`src/rtl/neureka_tcdm_load_scheduler_pkg.sv`:
```
// ============================================================================
// Module : neureka_tcdm_load_scheduler_pkg
// Brief  : Shared constants and control/status bundles for the TCDM load scheduler.
// Rev    : 1.0 - initial release
// ============================================================================
`default_nettype none

package neureka_tcdm_load_scheduler_pkg;

    localparam int NEUREKA_MEM_BANDWIDTH_EXT = 288;
    localparam int NEUREKA_LD_MAX_OUT        = 4;
    localparam int NEUREKA_LD_OUT_W          = $clog2(NEUREKA_LD_MAX_OUT + 1);

    typedef struct packed {
        logic enable;
        logic rr_mode;
        logic clear;
    } ld_sched_ctrl_t;

    typedef struct packed {
        logic [NEUREKA_LD_OUT_W-1:0] outstanding;
        logic                        busy;
        logic                        err;
    } ld_sched_flags_t;

endpackage

`default_nettype wire

```
`src/rtl/neureka_tcdm_load_scheduler_arbiter.sv`:
```
// ============================================================================
// Module : neureka_ld_sched_arbiter
// Brief  : Combinational fixed-priority / round-robin winner select, registered RR pointer.
// Rev    : 1.0 - initial release
// ============================================================================
`default_nettype none

module neureka_ld_sched_arbiter #(
    parameter  int N_CH = 4,
    localparam int IW   = (N_CH > 1) ? $clog2(N_CH) : 1
) (
    input  logic            i_clk,
    input  logic            i_rst_n,
    input  logic            i_clear,
    input  logic            i_rr_mode,
    input  logic [N_CH-1:0] i_eligible,
    input  logic            i_upd,
    input  logic [IW-1:0]   i_upd_idx,
    output logic            o_valid,
    output logic [IW-1:0]   o_idx
);

    logic [IW-1:0] r_ptr;
    logic [IW:0]   w_cand;

    // Candidate order starts at the pointer in RR mode, at 0 in fixed priority.
    always_comb begin
        o_valid = 1'b0;
        o_idx   = '0;
        w_cand  = '0;
        for (int k = 0; k < N_CH; k++) begin
            w_cand = (i_rr_mode ? {1'b0, r_ptr} : '0) + (IW+1)'(k);
            if (w_cand >= (IW+1)'(N_CH)) begin
                w_cand = w_cand - (IW+1)'(N_CH);
            end
            if (!o_valid && i_eligible[w_cand[IW-1:0]]) begin
                o_valid = 1'b1;
                o_idx   = w_cand[IW-1:0];
            end
        end
    end

    always_ff @(posedge i_clk or negedge i_rst_n) begin
        if (!i_rst_n) begin
            r_ptr <= '0;
        end else if (i_clear) begin
            r_ptr <= '0;
        end else if (i_upd && i_rr_mode) begin
            r_ptr <= (i_upd_idx == IW'(N_CH - 1)) ? '0 : i_upd_idx + 1'b1;
        end
    end

endmodule

`default_nettype wire

```
`src/rtl/neureka_tcdm_load_scheduler.sv`:
```
// ============================================================================
// Module : neureka_tcdm_load_scheduler
// Brief  : N-channel TCDM load scheduler with in-order tag FIFO and per-channel credits.
// Rev    : 1.0 - initial release
// ============================================================================
`default_nettype none

module neureka_tcdm_load_scheduler
    import neureka_tcdm_load_scheduler_pkg::*;
#(
    parameter  int N_CH    = 4,
    parameter  int DW      = NEUREKA_MEM_BANDWIDTH_EXT,
    parameter  int AW      = 32,
    parameter  int MAX_OUT = NEUREKA_LD_MAX_OUT,
    parameter  int CREDITS = 2,
    localparam int OW      = $clog2(MAX_OUT + 1)
) (
    input  logic               clk_i,
    input  logic               rst_ni,
    input  logic               clear_i,
    input  logic               enable_i,
    input  logic               rr_mode_i,
    input  logic [N_CH-1:0]    ch_req_i,
    input  logic [N_CH*AW-1:0] ch_add_i,
    output logic [N_CH-1:0]    ch_gnt_o,
    output logic [N_CH-1:0]    ch_r_valid_o,
    output logic [DW-1:0]      ch_r_data_o,
    input  logic [N_CH-1:0]    ch_credit_ret_i,
    output logic               tcdm_req_o,
    output logic [AW-1:0]      tcdm_add_o,
    output logic               tcdm_wen_o,
    output logic [DW/8-1:0]    tcdm_be_o,
    input  logic               tcdm_gnt_i,
    input  logic               tcdm_r_valid_i,
    input  logic [DW-1:0]      tcdm_r_data_i,
    output logic [OW-1:0]      outstanding_o,
    output logic               busy_o,
    output logic               err_o
);

    localparam int IW = (N_CH > 1) ? $clog2(N_CH) : 1;
    localparam int PW = (MAX_OUT > 1) ? $clog2(MAX_OUT) : 1;
    localparam int CW = $clog2(CREDITS + 1);

    localparam logic [0:0] ST_IDLE   = 1'b0;
    localparam logic [0:0] ST_LOCKED = 1'b1;

    ld_sched_ctrl_t  w_ctrl;
    logic [0:0]      r_state;
    logic [IW-1:0]   r_lock_idx;
    logic [CW-1:0]   r_credit [N_CH];
    logic [IW-1:0]   r_tag_mem [MAX_OUT];
    logic [PW-1:0]   r_wptr, r_rptr;
    logic [OW-1:0]   r_count;
    logic            r_err;
    logic            w_full, w_empty, w_arb_valid, w_req, w_grant, w_rvalid, w_pop;
    logic [IW-1:0]   w_arb_idx, w_sel, w_head;
    logic [N_CH-1:0] w_eligible;

    function automatic logic [PW-1:0] f_inc(input logic [PW-1:0] p);
        return (p == PW'(MAX_OUT - 1)) ? '0 : p + 1'b1;
    endfunction

    assign w_ctrl  = '{enable: enable_i, rr_mode: rr_mode_i, clear: clear_i};
    assign w_full  = (r_count == OW'(MAX_OUT));
    assign w_empty = (r_count == '0);

    for (genvar c = 0; c < N_CH; c++) begin : g_elig
        assign w_eligible[c] = ch_req_i[c] & (r_credit[c] != '0) & ~w_full & w_ctrl.enable;
    end

    neureka_ld_sched_arbiter #(
        .N_CH (N_CH)
    ) u_arbiter (
        .i_clk      (clk_i),
        .i_rst_n    (rst_ni),
        .i_clear    (w_ctrl.clear),
        .i_rr_mode  (w_ctrl.rr_mode),
        .i_eligible (w_eligible),
        .i_upd      (w_grant),
        .i_upd_idx  (w_sel),
        .o_valid    (w_arb_valid),
        .o_idx      (w_arb_idx)
    );

    // A stalled request stays locked to its channel until the TCDM accepts it.
    assign w_sel   = (r_state == ST_LOCKED) ? r_lock_idx : w_arb_idx;
    assign w_req   = rst_ni & ~w_ctrl.clear & ((r_state == ST_LOCKED) | w_arb_valid);
    assign w_grant = w_req & tcdm_gnt_i;

    assign tcdm_req_o = w_req;
    assign tcdm_add_o = w_req ? ch_add_i[int'(w_sel)*AW +: AW] : '0;
    assign tcdm_wen_o = 1'b1;
    assign tcdm_be_o  = '1;

    assign w_head   = r_tag_mem[r_rptr];
    assign w_rvalid = rst_ni & ~w_ctrl.clear & tcdm_r_valid_i;
    assign w_pop    = w_rvalid & ~w_empty;

    always_comb begin
        ch_gnt_o     = '0;
        ch_r_valid_o = '0;
        if (w_grant) ch_gnt_o[w_sel] = 1'b1;
        if (w_pop)   ch_r_valid_o[w_head] = 1'b1;
    end

    assign ch_r_data_o   = w_pop ? tcdm_r_data_i : '0;
    assign outstanding_o = r_count;
    assign busy_o        = (r_count != '0) | w_req;
    assign err_o         = r_err;

    always_ff @(posedge clk_i or negedge rst_ni) begin
        if (!rst_ni) begin
            r_state    <= ST_IDLE;
            r_lock_idx <= '0;
        end else if (w_ctrl.clear) begin
            r_state    <= ST_IDLE;
            r_lock_idx <= '0;
        end else begin
            case (r_state)
                ST_IDLE: begin
                    if (w_req && !tcdm_gnt_i) begin
                        r_state    <= ST_LOCKED;
                        r_lock_idx <= w_arb_idx;
                    end
                end
                ST_LOCKED: begin
                    if (tcdm_gnt_i) r_state <= ST_IDLE;
                end
                default: r_state <= ST_IDLE;
            endcase
        end
    end

    // Tag storage needs no reset: entries are only read below the occupancy count.
    always_ff @(posedge clk_i) begin
        if (w_grant) r_tag_mem[r_wptr] <= w_sel;
    end

    always_ff @(posedge clk_i or negedge rst_ni) begin
        if (!rst_ni) begin
            r_wptr  <= '0;
            r_rptr  <= '0;
            r_count <= '0;
            r_err   <= 1'b0;
        end else if (w_ctrl.clear) begin
            r_wptr  <= '0;
            r_rptr  <= '0;
            r_count <= '0;
            r_err   <= 1'b0;
        end else begin
            if (w_grant) r_wptr <= f_inc(r_wptr);
            if (w_pop)   r_rptr <= f_inc(r_rptr);
            case ({w_grant, w_pop})
                2'b10:   r_count <= r_count + 1'b1;
                2'b01:   r_count <= r_count - 1'b1;
                default: r_count <= r_count;
            endcase
            if (w_rvalid && w_empty) r_err <= 1'b1;
        end
    end

    // Credits are consumed at grant; a same-cycle return cancels out.
    always_ff @(posedge clk_i or negedge rst_ni) begin
        if (!rst_ni) begin
            for (int c = 0; c < N_CH; c++) r_credit[c] <= CW'(CREDITS);
        end else if (w_ctrl.clear) begin
            for (int c = 0; c < N_CH; c++) r_credit[c] <= CW'(CREDITS);
        end else begin
            for (int c = 0; c < N_CH; c++) begin
                if (ch_gnt_o[c] && !ch_credit_ret_i[c]) begin
                    r_credit[c] <= r_credit[c] - 1'b1;
                end else if (!ch_gnt_o[c] && ch_credit_ret_i[c] && r_credit[c] != CW'(CREDITS)) begin
                    r_credit[c] <= r_credit[c] + 1'b1;
                end
            end
        end
    end

endmodule

`default_nettype wire

```
`config.mk`:
```
export PLATFORM = sky130hd
export DESIGN_NAME = neureka_tcdm_load_scheduler
export DESIGN_NICKNAME = d
export VERILOG_FILES = /design/src/rtl/neureka_tcdm_load_scheduler_pkg.sv /design/src/rtl/neureka_tcdm_load_scheduler_arbiter.sv /design/src/rtl/neureka_tcdm_load_scheduler.sv
export SDC_FILE = /design/constraint.sdc
export NUM_CORES = 1
export LEC_CHECK = 0
export ABC_AREA = 1
export CAP_MARGIN = 10
export CORE_AREA = 2 2 316 318
export DETAILED_ROUTE_END_ITERATION = 16
export DIE_AREA = 0 0 318 320
export PLACE_DENSITY_LB_ADDON = 0.08
export SLEW_MARGIN = 20
export SYNTH_ARGS = -nofsm -noshare
export SYNTH_HDL_FRONTEND = slang
export SYNTH_SLANG_ARGS = --single-unit
```
`constraint.sdc`:
```
create_clock -name clk_i -period 4 [get_ports clk_i]
set_input_delay 0.4 -clock clk_i [delete_from_list [all_inputs] [get_ports clk_i]]
set_output_delay 0.4 -clock clk_i [all_outputs]
set_load 0.02 [all_outputs]
```
==> results of run 1 <==
critical path, delay by kind of cell:
kind	cells	cell delay [ns]
AOI/OAI and AO/OA	1	0.23
buffers and inverters	7	1.73
and+or+nand+nor	10	1.00
per-stage QoR:
stage / cell area, µm² / util (%) / setup WS [ns] / TNS (ns) / total power (µW)
after floorplan: 5810 / - / 1.30 / 0 / 2200
after global placement: 15000 / 15.3 / -0.00697 / -0.00697 / 4180
after detailed placement: 15000 / 15.3 / -0.00541 / -0.00541 / 4130
after CTS: 15200 / 15.5 / 0.00872 / 0 / 4590
after global routing: 15300 / 15.6 / 0.0176 / 0 / 4880
final: 15300 / 15.6 / 0.225 / 0 / 4460
final timing paths:
path / end / slack [ns]
min in group asynchronous: r_lock_idx[1]$_DFFE_PN0P_ / 0.59
max in group asynchronous: r_credit[1]$_DFFE_PN1P_ / 3.11
worst max-delay path: ch_gnt_o[2] / 0.22
worst min register to register: r_credit[5]$_DFFE_PN1P_ / 0.49
worst max register to register: r_credit[0]$_DFFE_PN0P_ / 1.08
worst min-delay path: r_credit[5]$_DFFE_PN1P_ / 0.49
cells in the mapped netlist, types with 2 or more instances:
| cell type | number |
|---|---|
| inv_1 | 327 |
| and3_1 | 2 |
| buf_6 | 4 |
| buf_4 | 39 |
| o21ai_0 | 54 |
| a22o_1 | 2 |
| nor2_2 | 3 |
| nand3_1 | 30 |
| o21bai_1 | 33 |
| clkbuf_1 | 26 |
| o21ai_1 | 19 |
| o21ai_2 | 2 |
| dfstp_2 | 4 |
| dfrtp_1 | 17 |
| a21oi_1 | 37 |
| nand4_1 | 6 |
| nand3_2 | 3 |
| buf_2 | 25 |
| nor2_1 | 380 |
| nand2_1 | 78 |
| edfxtp_1 | 8 |
| or2_2 | 4 |
| o22ai_1 | 4 |
| ha_1 | 7 |
| inv_2 | 3 |
| nor3_1 | 2 |
| nand2_2 | 6 |
metal layers:
metal / track usage, % / part of all wire [%]
met5: 0 / 0.19
met4: 1.87 / 2.1
met3: 6.38 / 12
met2: 23.1 / 51
met1: 11.9 / 34
sequential cells by signal, summed over array words and instances (netlist names):
| register | count |
|---|---|
| r_credit | 8 |
| r_tag_mem | 8 |
| outstanding_o | 3 |
| r_lock_idx | 2 |
| r_rptr | 2 |
| r_wptr | 2 |
| u_arbiter.r_ptr | 2 |
| err_o | 1 |
| r_state | 1 |
cells by family after synthesis:
kind of cell / after synthesis / share of synthesized area, %
and+or+nand+nor: 516 / 36.3
buffers and inverters: 427 / 32.2
AOI/OAI and AO/OA: 156 / 15.9
DFF: 29 / 13.6
adders and majority gates: 8 / 1.90
xor gates and xnor gates: 1 / 0.154
other: 1 / 0.0661
what timing repair did:
action                                  CTS  global route
pin swaps                                 0             0
endpoints found under the setup margin    3            30
gates resized for setup                   3            30
area by class of cell:
class | instances | share of cell area [%]
Sequential cell | 29 | 5.04
Timing Repair Buffer | 820 | 54.0
Tap cell | 1287 | 10.5
Antenna cell | 9 | 0.147
Clock buffer | 8 | 1.10
Inverter | 332 | 8.16
Multi-Input combinational cell | 718 | 21.1
placed cells by master (no fill, tap or decap), types with 3 or more instances in the layout:
cell / synthesis / final
o21ai_0: 54 / 54
dfstp_2: 4 / 4
nand4_1: 6 / 6
nand3_1: 30 / 30
clkbuf_16: 0 / 6
edfxtp_1: 8 / 8
a21oi_1: 37 / 37
buf_4: 39 / 50
nand2_2: 6 / 7
nor2_1: 380 / 380
clkdlybuf4s50_1: 0 / 727
nor2_2: 3 / 3
or2_2: 4 / 4
nand2_1: 78 / 76
o22ai_1: 4 / 4
dfrtp_1: 17 / 17
diode_2: 0 / 9
inv_1: 327 / 327
buf_12: 0 / 10
ha_1: 7 / 7
o21ai_1: 19 / 19
nand3_2: 3 / 3
o21bai_1: 33 / 33
dlygate4sd2_1: 0 / 3
conb_1: 1 / 37
dlymetal6s2s_1: 0 / 30
inv_2: 3 / 3
power groups by stage:
stage	sequential, µW	clock, µW	combinational (µW)
detailed placement	441	0	3690
global route	447	463	3970
finish	437	428	3590
global placement	443	0	3740
CTS	437	451	3700
floorplan	443	0	1760
==> flow_metrics.env, run 1 <==
export IMPL_synth_area_top_cells="nor2_1 (25%), inv_1 (22%), dfrtp_1 (7.5%), buf_4 (5.2%), nand2_1 (5.2%)"
export IMPL_clk_latency_ns=0.29
export IMPL_intPower_uw=2290
export IMPL_port_buffers=764
export IMPL_ys_ff_latch=29
export IMPL_hold_viol=0
export IMPL_vias=9780
export IMPL_dp_hpwl_um=59700
export IMPL_cts_tree="done"
export IMPL_cts_sinks=29
export IMPL_drc=0
export IMPL_synth_top_area_share_pct=25.1
export IMPL_postSynthCellCount=1138
export IMPL_htreeDepth=2
export IMPL_firstDrtPassIters=5
export IMPL_final_layout_size_suffix_gt1_share_pct=5.09
export IMPL_power_frac_comb_pct=80.6
export IMPL_syn_cell_area_mm2=0.00567
export IMPL_period_share_pct=94.4
export IMPL_root_buffer="clkbuf_16"
export IMPL_powerDensity_mw_per_mm2=291
export IMPL_finalMaxSlewViolations=0
export IMPL_crit_path_start="rr_mode_i"
export IMPL_clkPwrFrac_pct=9.6
export IMPL_grt_pass1_vias=10500
export IMPL_yosys_area_top_type="nor2_1"
export IMPL_routed_wl_um=65100
export IMPL_die_area_mm2=0.102
export IMPL_gr_usage_all_layers_pct=12.2
export IMPL_cap_violations=0
export IMPL_routedWlPerCell_um=20.3
export IMPL_worstReg2RegStart="outstanding_o[1]$_DFFE_PN0P_"
export IMPL_synth_edf_count=8
export IMPL_start_util_pct=5.79
export IMPL_seqCellArea_um2=771
export IMPL_gp_congestion=0.811
export IMPL_yosysSeqAreaShare_pct=13.6
export IMPL_hold_class="reg2reg"
export IMPL_drtIter0Drc=448
export IMPL_synthArstFlopShare_pct=72.4
export IMPL_postSynthAreaPerCell_um2=4.99
export IMPL_multiInputGateArea_mm2=0.00322
export IMPL_rows=115
export IMPL_ys_warn_count=0
export IMPL_ys_flop_type="dfrtp_1"
export IMPL_reg2regPathDepth=20
export IMPL_endpoint_kind="primary output"
export IMPL_hp_start="r_credit[5]$_DFFE_PN1P_"
export IMPL_ctsHoldBuffers=0
export IMPL_grt_pass1_wl_um=87100
export IMPL_path_max_fanout=35
export IMPL_die_h_um=320
export IMPL_setup_viol=0
export IMPL_antenna_found_initial=45
export IMPL_dp_cells=3186
export IMPL_peakVddDrop_mv=0.162
export IMPL_synth_distinct_cells=40
export IMPL_n_fill_cell=11400
export IMPL_cts_made_buffers=5
export IMPL_cts_clk_slew_worst_paths_ns=0.05
export IMPL_power_switching_uw=2170
export IMPL_crit_arrival_ns=3.38
export IMPL_hold_depth=2
export IMPL_syn2layout_area_growth_pct=170
export IMPL_slew_headroom_pct=60.6
export IMPL_cp_slowest_cell="clkdlybuf4s50_1"
export IMPL_ant_nets=0
export IMPL_seqPwrFrac_pct=9.8
export IMPL_slowest_delay_ns=0.65
export IMPL_power_leakage_uw=0.00747
export IMPL_postCtsSetupRepairBufs=0
export IMPL_coreArea_mm2=0.0980
export IMPL_fin_nets=2345
export IMPL_finalNonFillerCells=3203
export IMPL_cp_start_kind="primary input"
export IMPL_critPathRequiredTime_ns=3.60
export IMPL_rsz0062_at_grt="no"
export IMPL_crit_chain="clkdlybuf4s50_1 -> nand2_2 -> inv_4 -> a21oi_1 -> nand3_1 -> nand2_1 -> nand2_2 -> nor2_4 -> buf_4 -> nand2_1 -> nand2_1 -> nand3_1 -> nand2_2 -> buf_12 -> buf_4 -> nand3_1 -> inv_1 -> clkdlybuf4s50_1"
export IMPL_grt_overflow_total=0
export IMPL_critPathKind="in2out"
export IMPL_holdWs_ns=0.495
export IMPL_status="finished, final reports clean"
export IMPL_swShare_pct=48.7
export IMPL_grt_start_max_net_pins=82
export IMPL_vias_per_cell=3.05
export IMPL_clockBufferDepth=2
export IMPL_io_pins=802
export IMPL_skew_ns=0.00466
export IMPL_timing_final_crit_period_ns=3.78
export IMPL_max_freq_ghz=0.265
export IMPL_die_width_um=318
export IMPL_worstMarginPinSlew_ns=0.589
Power figures use the tool's default switching activity.
==> run 2, diff against run 1 <==
--- a/config.mk
+++ b/config.mk
@@ -7,11 +7,13 @@
 export LEC_CHECK = 0
 export ABC_AREA = 1
 export CAP_MARGIN = 10
-export CORE_AREA = 2 2 316 318
+export CORE_AREA = 2 2 309 311
 export DETAILED_ROUTE_END_ITERATION = 16
-export DIE_AREA = 0 0 318 320
+export DIE_AREA = 0 0 311 313
+export HOLD_SLACK_MARGIN = 0.06
 export PLACE_DENSITY_LB_ADDON = 0.08
 export SLEW_MARGIN = 20
 export SYNTH_ARGS = -nofsm -noshare
 export SYNTH_HDL_FRONTEND = slang
+export SYNTH_HIERARCHICAL = 1
 export SYNTH_SLANG_ARGS = --single-unit
==> flow_metrics.env, run 2 <==
export IMPL_status="finished, final reports clean"
export IMPL_hold_viol=0
export IMPL_grt_overflow_total=0
export IMPL_ys_ff_latch=29
export IMPL_crit_chain="clkdlybuf4s50_1 -> o21ai_0 -> nor2_1 -> inv_1 -> o21ai_0 -> buf_4 -> nand2_1 -> nand2_1 -> nor2_1 -> nand3_1 -> nand3_1 -> inv_1 -> nand2_1 -> nand2_2 -> buf_4 -> nor2_4 -> buf_12 -> a21oi_1 -> a21oi_1 -> buf_4"
export IMPL_htreeDepth=2
export IMPL_final_layout_size_suffix_gt1_share_pct=7.69
export IMPL_die_width_um=311
export IMPL_critPathRequiredTime_ns=3.60
export IMPL_n_fill_cell=11000
export IMPL_r2r_end="outstanding_o[2]$_DFFE_PN0P_"
export IMPL_die_h_um=313
export IMPL_crit_end="tcdm_add_o[23]"
export IMPL_path_max_fanout=29
export IMPL_yosys_area_top_type="inv_1"
export IMPL_gr_usage_all_layers_pct=12.3
export IMPL_grt_start_max_net_pins=62
export IMPL_path_delay_family="buffers and inverters"
export IMPL_die_area_mm2=0.0973
export IMPL_r2r_setup_slack_ns=0.75
export IMPL_postSynthCellCount=1210
export IMPL_report_power_total_uw=2170
export IMPL_synthTopCellsByCount="inv_1 (405), nor2_1 (398), a21oi_1 (97)"
export IMPL_cap_violations=0
export IMPL_worstSetupPathDepth=20
export IMPL_syn_cell_area_mm2=0.00597
export IMPL_setup_viol=0
export IMPL_dp_hpwl_um=58000
export IMPL_synth_top_area_share_pct=25.5
export IMPL_holdWs_ns=0.503
export IMPL_ant_nets=0
export IMPL_postSynthAreaPerCell_um2=4.94
export IMPL_ys_warn_count=6
export IMPL_cts_clk_slew_worst_paths_ns=0.06
export IMPL_drtIter0Drc=324
export IMPL_syn2layout_area_growth_pct=161
export IMPL_start_util_pct=6.34
export IMPL_crit_path_start="ch_req_i[2]"
export IMPL_power_leakage_uw=0.00750
export IMPL_crit_arrival_ns=3.32
export IMPL_synthArstFlopShare_pct=72.4
export IMPL_critPathKind="in2out"
export IMPL_synth_most_common_cell="inv_1"
export IMPL_final_cell_mix="clkdlybuf4s50_1 (688), inv_1 (405), nor2_1 (397)"
export IMPL_vias=9678
export IMPL_coreArea_mm2=0.0942
export IMPL_slew_headroom_pct=50.1
export IMPL_synth_edf_count=8
export IMPL_period_share_pct=93.1
export IMPL_grt_pass1_wl_um=83600
export IMPL_seqCellArea_um2=771
export IMPL_routed_wl_um=63100
export IMPL_dp_slack_ns=-0.268
export IMPL_power_frac_comb_pct=65.0
export IMPL_root_buffer="clkbuf_16"
export IMPL_worstMarginPinSlew_ns=0.748
export IMPL_rows=113
export IMPL_clk_latency_ns=0.28
export IMPL_cp_start_kind="primary input"
export IMPL_power_switching_uw=873
export IMPL_vias_per_cell=2.98
export IMPL_yosysSeqAreaShare_pct=12.9
export IMPL_powerDensity_mw_per_mm2=139
export IMPL_antenna_found_initial=38
export IMPL_port_buffers=764
export IMPL_slowest_delay_ns=0.53
export IMPL_finalMaxSlewViolations=0
export IMPL_place_area_mm2=0.0155
export IMPL_timing_final_crit_period_ns=3.72
export IMPL_hold_class="reg2reg"
export IMPL_worstReg2RegStart="r_credit[7]$_DFFE_PN1P_"
export IMPL_finalWorstSetupSlack_ns=0.277
export IMPL_peakVddDrop_mv=0.160
export IMPL_layout_commonest_cell="clkdlybuf4s50_1"
export IMPL_firstDrtPassIters=5
export IMPL_synth_area_top_cells="inv_1 (25%), nor2_1 (25%), a21oi_1 (8.1%), dfrtp_1 (7.1%), buf_4 (5.9%)"
export IMPL_cp_slowest_cell="clkdlybuf4s50_1"
export IMPL_ys_flop_type="dfrtp_1"
export IMPL_gp_congestion=0.833
export IMPL_clkPwrFrac_pct=18.8
export IMPL_routedWlPerCell_um=19.4
export IMPL_ctsHoldBuffers=0
export IMPL_postCtsSetupRepairBufs=0
export IMPL_grt_pass1_vias=9984
export IMPL_cts_sinks=29
export IMPL_io_pins=802
export IMPL_skew_ns=0.00428
export IMPL_multiInputGateArea_mm2=0.00323
export IMPL_swShare_pct=40.3
export IMPL_drc=0
export IMPL_intPower_uw=1300
export IMPL_synth_distinct_cells=33
export IMPL_critPathBufInv=7
export IMPL_clockBufferDepth=2
export IMPL_cts_made_buffers=5
export IMPL_reg2regPathDepth=18
export IMPL_seqPwrFrac_pct=16.2
export IMPL_fin_nets=2413
export IMPL_max_freq_ghz=0.269
export IMPL_final_area_mm2=0.0156
export IMPL_endpoint_kind="primary output"
export IMPL_cts_tree="done"
==> run 2: worst reg2reg max path, delay by kind of cell, from the launching register on <==
family,cells,cell delay (ns)
adder cells (fa/ha/maj),1,0.38
AO/OA/AOI/OAI,3,0.63
XOR/XNOR,1,0.23
flip-flops,1,0.55
buffers and inverters,4,0.23
AND/OR/NAND/NOR,9,1.12
==> run 2: logic make-up after synthesis <==
logic type	synth area share, %
buffers and inverters	36.0
and+or+nand+nor	38.9
other	0.0628
adders and majority gates	1.59
DFF	12.9
AOI/OAI and AO/OA	10.3
xor gates and xnor gates	0.147
==> run 2: worst min-delay path by stage <==
| stage | from | slack [ns] | to | cells after the start |
|---|---|---|---|---|
| 6_report | err_o$_DFFE_PN0P_ | 0.50 | err_o$_DFFE_PN0P_ | 2 |
| 3_5_place_dp | err_o$_DFFE_PN0P_ | 0.50 | err_o$_DFFE_PN0P_ | 2 |
| 3_3_place_gp | err_o$_DFFE_PN0P_ | 0.49 | err_o$_DFFE_PN0P_ | 2 |
| 4_1_cts | err_o$_DFFE_PN0P_ | 0.52 | err_o$_DFFE_PN0P_ | 2 |
| 5_1_grt | r_credit[1]$_DFFE_PN1P_ | 0.53 | r_credit[1]$_DFFE_PN1P_ | 2 |
| 2_1_floorplan | rst_ni | 0.10 | err_o$_DFFE_PN0P_ | 0 |
==> run 2: cell type report <==
type | count | area share [%]
tap | 1265 | 10.1
multi-input combinational | 722 | 20.7
sequential | 29 | 4.94
clock inverter | 2 | 0.0882
antenna | 8 | 0.128
inverter | 406 | 9.77
timing repair buffer | 811 | 53.3
clock buffer | 6 | 0.890
==> run 2: metrics by stage <==
| stage | cells | TNS (ns) | util (%) |
|---|---|---|---|
| 2_1_floorplan | 1246 | 0 | - |
| 3_3_place_gp | 3233 | -2.95 | 16.4 |
| 3_5_place_dp | 3233 | -2.63 | 16.4 |
| 4_1_cts | 3241 | 0 | 16.6 |
| 5_1_grt | 3247 | -0.0196 | 16.6 |
| 6_report | 3249 | 0 | 16.6 |
==> run 2: what timing repair did <==
item	CTS	global route
gates resized for setup	31	44
pin swaps	0	1
setup endpoints to repair	29	36
==> run 2: power groups by stage <==
stage                     Sequential [µW]  Clock [µW]  Combinational [µW]
final                                 351         408                1410
after global routing                  354         435                1550
after CTS                             351         424                1440
after detailed placement              356           0                1450
after global placement                356           0                1450
after floorplan                       356           0                 594
==> run 2: routing by layer <==
layer  up-vias  routed length, µm  global-route usage (%)
met5         -                 59                       0
met1      4291              22200                    12.4
met4        10                715                    1.70
met3        65               7210                    6.19
met2       469              32900                    23.1
li1       4843                  -                       -
